[config.mk]
export PLATFORM = sky130hd
export DESIGN_NAME = switch_debounce
export DESIGN_NICKNAME = d
export VERILOG_FILES = /design/src/rtl/switch_debounce_pkg.sv /design/src/rtl/switch_debounce_cell.sv /design/src/rtl/switch_debounce.sv
export SDC_FILE = /design/constraint.sdc
export NUM_CORES = 1
export LEC_CHECK = 0
export CAP_MARGIN = 10
export CORE_MARGIN = 1.5
export CORE_UTILIZATION = 52
export CTS_CLUSTER_DIAMETER = 30
export DETAILED_ROUTE_END_ITERATION = 16
export PLACE_DENSITY = 0.7
export SETUP_SLACK_MARGIN = 0.4
export SYNTH_ARGS = -nofsm -noshare
export SYNTH_HDL_FRONTEND = slang
export SYNTH_HIERARCHICAL = 1
export SYNTH_SLANG_ARGS = --single-unit
[constraint.sdc]
create_clock -name clk -period 1.8 [get_ports clk]
set_clock_uncertainty 0.15 [all_clocks]
set_input_delay 0.18 -clock clk [delete_from_list [all_inputs] [get_ports clk]]
set_output_delay 0.18 -clock clk [all_outputs]
set_load 0.01 [all_outputs]
[src/rtl/switch_debounce_pkg.sv]
// Shared constants for the switch debouncer and the downstream pulse stage.
// The pulse stage uses the same slowref period as the debouncer.
package switch_debounce_pkg;

  localparam int NSW_DEF        = 4;
  localparam int DIV_DEF        = 50000;
  localparam int NSTABLE_DEF    = 4;
  localparam int SLOWREF_PERIOD = DIV_DEF;

endpackage

[src/rtl/switch_debounce_cell.sv]
// One switch: 2-flop synchronizer, stability counter and the clean level flop.
module debounce_cell #(
  parameter int NSTABLE = 4
) (
  input  logic clk,
  input  logic resetb,
  input  logic raw,
  input  logic strobe,
  output logic clean
);
  localparam int           CW  = $clog2(NSTABLE + 1);
  localparam logic [CW-1:0] TOP = CW'(NSTABLE - 1);

  logic          sync1_q, sync1_d;
  logic          sync2_q, sync2_d;
  logic [CW-1:0] cnt_q,   cnt_d;
  logic          clean_q, clean_d;

  always_comb begin
    sync1_d = raw;
    sync2_d = sync1_q;
    cnt_d   = cnt_q;
    clean_d = clean_q;
    if (strobe) begin
      // Any agreeing sample discards the partial count, which rejects bounce.
      if (sync2_q == clean_q) begin
        cnt_d = '0;
      end else if (cnt_q >= TOP) begin
        clean_d = sync2_q;
        cnt_d   = '0;
      end else begin
        cnt_d = cnt_q + CW'(1);
      end
    end
  end

  always_ff @(posedge clk or negedge resetb) begin
    if (!resetb) begin
      sync1_q <= 1'b0;
      sync2_q <= 1'b0;
      cnt_q   <= '0;
      clean_q <= 1'b0;
    end else begin
      sync1_q <= sync1_d;
      sync2_q <= sync2_d;
      cnt_q   <= cnt_d;
      clean_q <= clean_d;
    end
  end

  assign clean = clean_q;
endmodule

[src/rtl/switch_debounce.sv]
// Multi-switch debouncer: shared prescaler strobe drives NSW independent cells.
module switch_debounce
  import switch_debounce_pkg::*;
#(
  parameter int NSW     = NSW_DEF,
  parameter int DIV     = DIV_DEF,
  parameter int NSTABLE = NSTABLE_DEF
) (
  input  logic           clk,
  input  logic           resetb,
  input  logic [NSW-1:0] rawsw,
  output logic           slowref,
  output logic [NSW-1:0] cleansw
);
  localparam int           PW   = $clog2(DIV);
  localparam logic [PW-1:0] LAST = PW'(DIV - 1);

  logic [PW-1:0] pre_q, pre_d;
  logic          slowref_q, slowref_d;
  logic          strobe;

  // Cells update on the wrap edge, the same edge that raises slowref_q,
  // so cleansw changes only while slowref is high.
  always_comb begin
    strobe    = (pre_q == LAST);
    pre_d     = strobe ? '0 : pre_q + PW'(1);
    slowref_d = strobe;
  end

  always_ff @(posedge clk or negedge resetb) begin
    if (!resetb) begin
      pre_q     <= '0;
      slowref_q <= 1'b0;
    end else begin
      pre_q     <= pre_d;
      slowref_q <= slowref_d;
    end
  end

  assign slowref = slowref_q;

  for (genvar g = 0; g < NSW; g++) begin : g_cell
    debounce_cell #(.NSTABLE(NSTABLE)) u_cell (
      .clk    (clk),
      .resetb (resetb),
      .raw    (rawsw[g]),
      .strobe (strobe),
      .clean  (cleansw[g])
    );
  end
endmodule

Word-level counts from Yosys, hierarchy flattened
Index checks and enable logic that the tools add are counted.
{"block": "classes", "magnitude_cmp": 4, "addsub": 5, "eq_ne": 5, "n_bitwise": 4, "n_reduce_logical": 4, "n_mux": 9}
{"op": "$mux W3", "count": 8}
{"op": "$add A16 B1 Y16 const B", "count": 1}
{"op": "$eq A16 B16 Y1 const B", "count": 1}
{"op": "$mux W16", "count": 1}
{"op": "$add A3 B1 Y3 const B", "count": 4}
{"op": "$ge A3 B2 Y1 const B", "count": 4}
{"op": "$reduce_and A3 Y1", "count": 4}
{"op": "$eq A1 B1 Y1", "count": 4}
{"op": "$not A1 Y1", "count": 4}
{"block": "word_totals", "register_bits": 41, "out_inout_bits": 5, "word_cells": 49}

Depth between registers and ports, before layout
{"block": "depth", "word_depth": 3, "depth_mapped": 7, "ltp_nobuf": 5}

By module
Netlist, hierarchy kept.
{"module": "debounce_cell", "area_each_um2": 262.8, "cells_per_inst": 21, "n_inst": 4}
{"module": "switch_debounce", "area_each_um2": 787.0, "cells_per_inst": 68, "n_inst": 1}

Least setup slack after synthesis
No wires, ideal clock.
{"block": "synth_path", "path_type": "register -> register", "startpoint": "register pre_q[0]", "endpoint": "register g_cell[0].u_cell.clean_q", "stages_incl_launch_ff": 8, "t_arrival_ns": 1.670, "setup_time_ns": 0.128, "n_path_buf": 2, "slack_ns": -0.148, "path_cell_list": "dfrtp_1 -> ha_1 -> and3_1 -> buf_2 -> and4_1 -> buf_6 -> nor2b_1 -> mux2_1"}
{"block": "synth_between", "elab_chain_len": 2}
{"element": "start: declaration", "line_no": "switch_debounce.sv:18", "text": "logic [PW-1:0] pre_q, pre_d;"}
{"element": "start signal: assignment", "line_no": "switch_debounce.sv:35", "text": "pre_q <= pre_d;"}
{"element": "$eq A16 B16 Y1", "line_no": "switch_debounce.sv:25", "text": "strobe = (pre_q == LAST);"}
{"element": "via slowref_d", "line_no": "switch_debounce.sv:19", "text": "logic slowref_q, slowref_d;"}
{"element": "$reduce_and A3 Y1 (no line)"}
{"element": "end signal: assignment", "line_no": "switch_debounce_cell.sv:47", "text": "clean_q <= clean_d;"}
{"element": "end: declaration", "line_no": "switch_debounce_cell.sv:17", "text": "logic clean_q, clean_d;"}
The timed path passes the listed nets, and every way through them passes these cells.
A chain may end at the register's enable or synchronous reset.

Worst setup path after layout
{"block": "layout_path", "startpoint": "register pre_q[0]", "endpoint": "register g_cell[0].u_cell.clean_q"}
{"block": "layout_between", "elab_chain_len": 2}
{"element": "$eq A16 B16 Y1", "line_no": "switch_debounce.sv:25"}
{"element": "$reduce_and A3 Y1 (no line)"}
Every way passes these cells.

==> results by group <==
Status
  – Status: complete, no violations

Critical path
  – Crit path kind: flop to flop
  – Worst path top cell family by delay: simple AND/OR/NAND/NOR gates
  – Critical path data required time: ~1900 ps
  – Crit-path max FO: 7
  – Worst setup SP type: flop
  – Worst Path Arrival: ~1900 ps
  – Endpoint class of the critical path: flop
  – Worst Path Buf+Inv: 0
  – Worst path slowest cell: dfrtp_1
  – Worst-path cell chain: ha_2 > and3_4 > and4_4 > nor2b_4 > mux2_4
  – Worst path max stage delay: a little under 400 ps

Logic synthesis
  – Syn Inst Count: 152
  – Share of the synthesized area in the top cell type: 0.5582
  – Synth top cells by count: dfrtp_1 (41), nand2_1 (12), xor2_1 (12)
  – Top-count cell post-synth: dfrtp_1
  – Sequential area share after synthesis: 0.5582
  – Post-synth EDFFs: 0
  – Synth top area cells: dfrtp_1 (56%), ha_1 (6.1%), xor2_1 (5.7%)
  – Net count after synthesis: 167
  – Mapped Area: ~1800 sq um
  – YS warnings: 6
  – Avg Cell Area, Syn: approximately 12 sq um
  – Flops & latches, synth: 41
  – Ys async rst share: 1.000
  – Cell accounting for the most synthesized area: dfrtp_1
  – Post-synthesis cell type count: 28
  – Top_reg_cell synth: dfrtp_1

Clock network
  – Total CTS buffers: 5
  – Max Root-Sink Buffers: 2
  – CTS tree: yes
  – Clk sinks: around 40
  – H-tree Lvls: 2
  – Root Driver: clkbuf_4
  – Clock slew at reported path FFs: between 100 and 150 ps
  – Skew-Pair Late Insertion Delay: about 350 ps

Pwr
  – Leakage: about 1.2 nW
  – Worst VDD drop: between 0.6 and 0.7 mV
  – PD cells: about 620 nW/um^2

STA
  – Slew HR: 0.6577
  – RSZ-0062 raised after global routing: true
  – Final period util: 0.9888
  – Fin crit period: between 1500 and 2000 ps
  – Final hold violations: 0
  – Max-slew violations: 0
  – Slew @ Worst Pin: 513.4 ps
  – Final setup vio count: 0
  – Fmax: approximately 560 MHz

Global routing
  – Met1 usage: 0.2463
  – Grt peak-use layer: met2
  – Largest net degree at the start of global routing: 42
  – Gr usage total: 0.1952
  – Initial antenna violation count: 0
  – Met2 usage: 0.3159
  – Vias in the first global route: between 1000 and 1500
  – Total gr overflow: 0
  – GRT met3 Usage: 0.06126
  – First-pass GRT wire length: a little under 6000 um

Drt
  – Drt first-iter violations: 50
  – Initial DRT Pass Iterations: 4
  – WL/cell: 13.97 um
  – Via count: approximately 1300
  – DRT Wirelength: about 3600 um
  – Remaining DRCs: 0
  – Post-route ant nets: 0
  – Vias/cell: 5.071

Finish
  – N_diodes: 0
  – Layout net count: 223
  – Final Core Density: 0.7593
  – Layout cell share with drive strength beyond 1: 0.3876
  – Layout Cells excl Fill: ~260
  – Area grow syn2layout: 38.94%

Place
  – Placed insts: ~230
  – GP Congestion: between 0.7 and 0.8
  – I/O Buffers: 10
  – Post-DP HPWL: around 2300 um

Die
  – Core Area: around 3400 sq um
  – Die span in y: 62.45 um
  – Initial core utilization: 0.5465
  – Die Span X: 62.45 um
  – Core Rows: 21
  – Io pins: 11
  – Die Area: roughly 3900 sq um

Run
  – Max-Cap Viols: 0

Worst hold path
  – Hold crit path type: input port to flop
what timing repair did:
action / CTS / global route
pin swaps: 12 / 8
gates resized for setup: 22 / 15
cloned: 0 / 0
hold buffers: 1 / 0
buffers inserted: 15 / 6
endpoints found under the hold margin: 41 / 0
setup endpoints to repair: 35 / 34
cell families (layout without fill, tap and decap cells):
family | Yosys count | after routing | share of synthesized area
adder cells (fa/ha/maj) | 9 | 9 | 0.06127
multiplexers | 9 | 9 | 0.05174
AO/OA/AOI/OAI | 14 | 14 | 0.06195
AND/OR/NAND/NOR | 52 | 52 | 0.1634
XOR/XNOR | 16 | 16 | 0.07624
flip-flops | 41 | 41 | 0.5582
buffers and inverters | 11 | 68 | 0.02723
worst reg2reg max path, cell delays in order (launching register included):
cell and delay [ps]:
dfrtp_1 390, ha_2 200, and3_4 200, and4_4 270, nor2b_4 170, mux2_4 300
layer usage:
metal	share of wire	up-vias
met5	0	-
met4	0.017	0
met3	0.034	5
met2	0.50	19
met1	0.45	632
li1	-	637
final timing paths:
kind	slack, ps	startpoint	end	cells past startpoint
worst min register to register	210	g_cell[3].u_cell/sync1_q	g_cell[3].u_cell/sync2_q	0
min in group asynchronous	260	resetb	slowref	3
worst max-delay path	20	pre_q[0]	g_cell[0].u_cell/clean	5
worst min-delay path	100	rawsw[0]	g_cell[0].u_cell/sync1_q	1
max in group asynchronous	870	resetb	g_cell[3].u_cell/cnt_q[0]	3
worst max register to register	20	pre_q[0]	g_cell[0].u_cell/clean	5
report_power, final:
part           switching, W  internal, W
Clock              0.000290     0.000332
Sequential       0.00000515     0.000930
Combinational     0.0000242    0.0000150
Total              0.000319      0.00128
registers in the layout, summed over array words and instances (netlist names):
signal and cells:
pre_q 16, g_cell.u_cell/cnt_q 12, g_cell.u_cell/clean 4, g_cell.u_cell/sync1_q 4, g_cell.u_cell/sync2_q 4, slowref 1
cell usage in the layout (no fill, tap or decap), types with 3 or more instances in the layout:
master           instances
nand2b_1                 5
clkdlybuf4s50_1          4
xor2_1                  12
and4_4                   3
xnor2_1                  3
mux2_4                   4
dfrtp_1                 40
o22ai_1                  4
nand4_1                  3
nor2_1                   7
buf_4                   32
buf_6                    6
nand3_1                  6
inv_1                    9
nor2b_4                  4
ha_1                     8
o22ai_2                  4
mux2i_1                  5
clkdlybuf4s15_1          4
clkbuf_4                 5
nand2_1                 11
stage by stage:
step                      power [W]  worst slack [ps]  setup TNS, ps  hold WS [ps]  cell area [sq um]
after floorplan           0.0009583            -103.1         -412.4        -265.6               1908
after global placement    0.0009889            -28.81         -113.5         111.0               2172
after detailed placement  0.0009902            -76.30         -237.9         118.1               2172
after CTS                  0.001611             50.10              0         91.44               2447
after global routing       0.001650            -19.36         -83.73         75.62               2554
final                      0.001595             20.16              0         103.6               2554
cell type report:
type / instances / area, sq um
sequential: 41 / 1027
fill: 243 / 809.5
clock inverter: 1 / 30.03
timing repair buffer: 51 / 441.7
clock buffer: 7 / 55.05
tap: 46 / 57.56
inverter: 9 / 33.78
multi-input combinational: 100 / 908.4
Note: power is estimated with default switching activity, not from simulation.
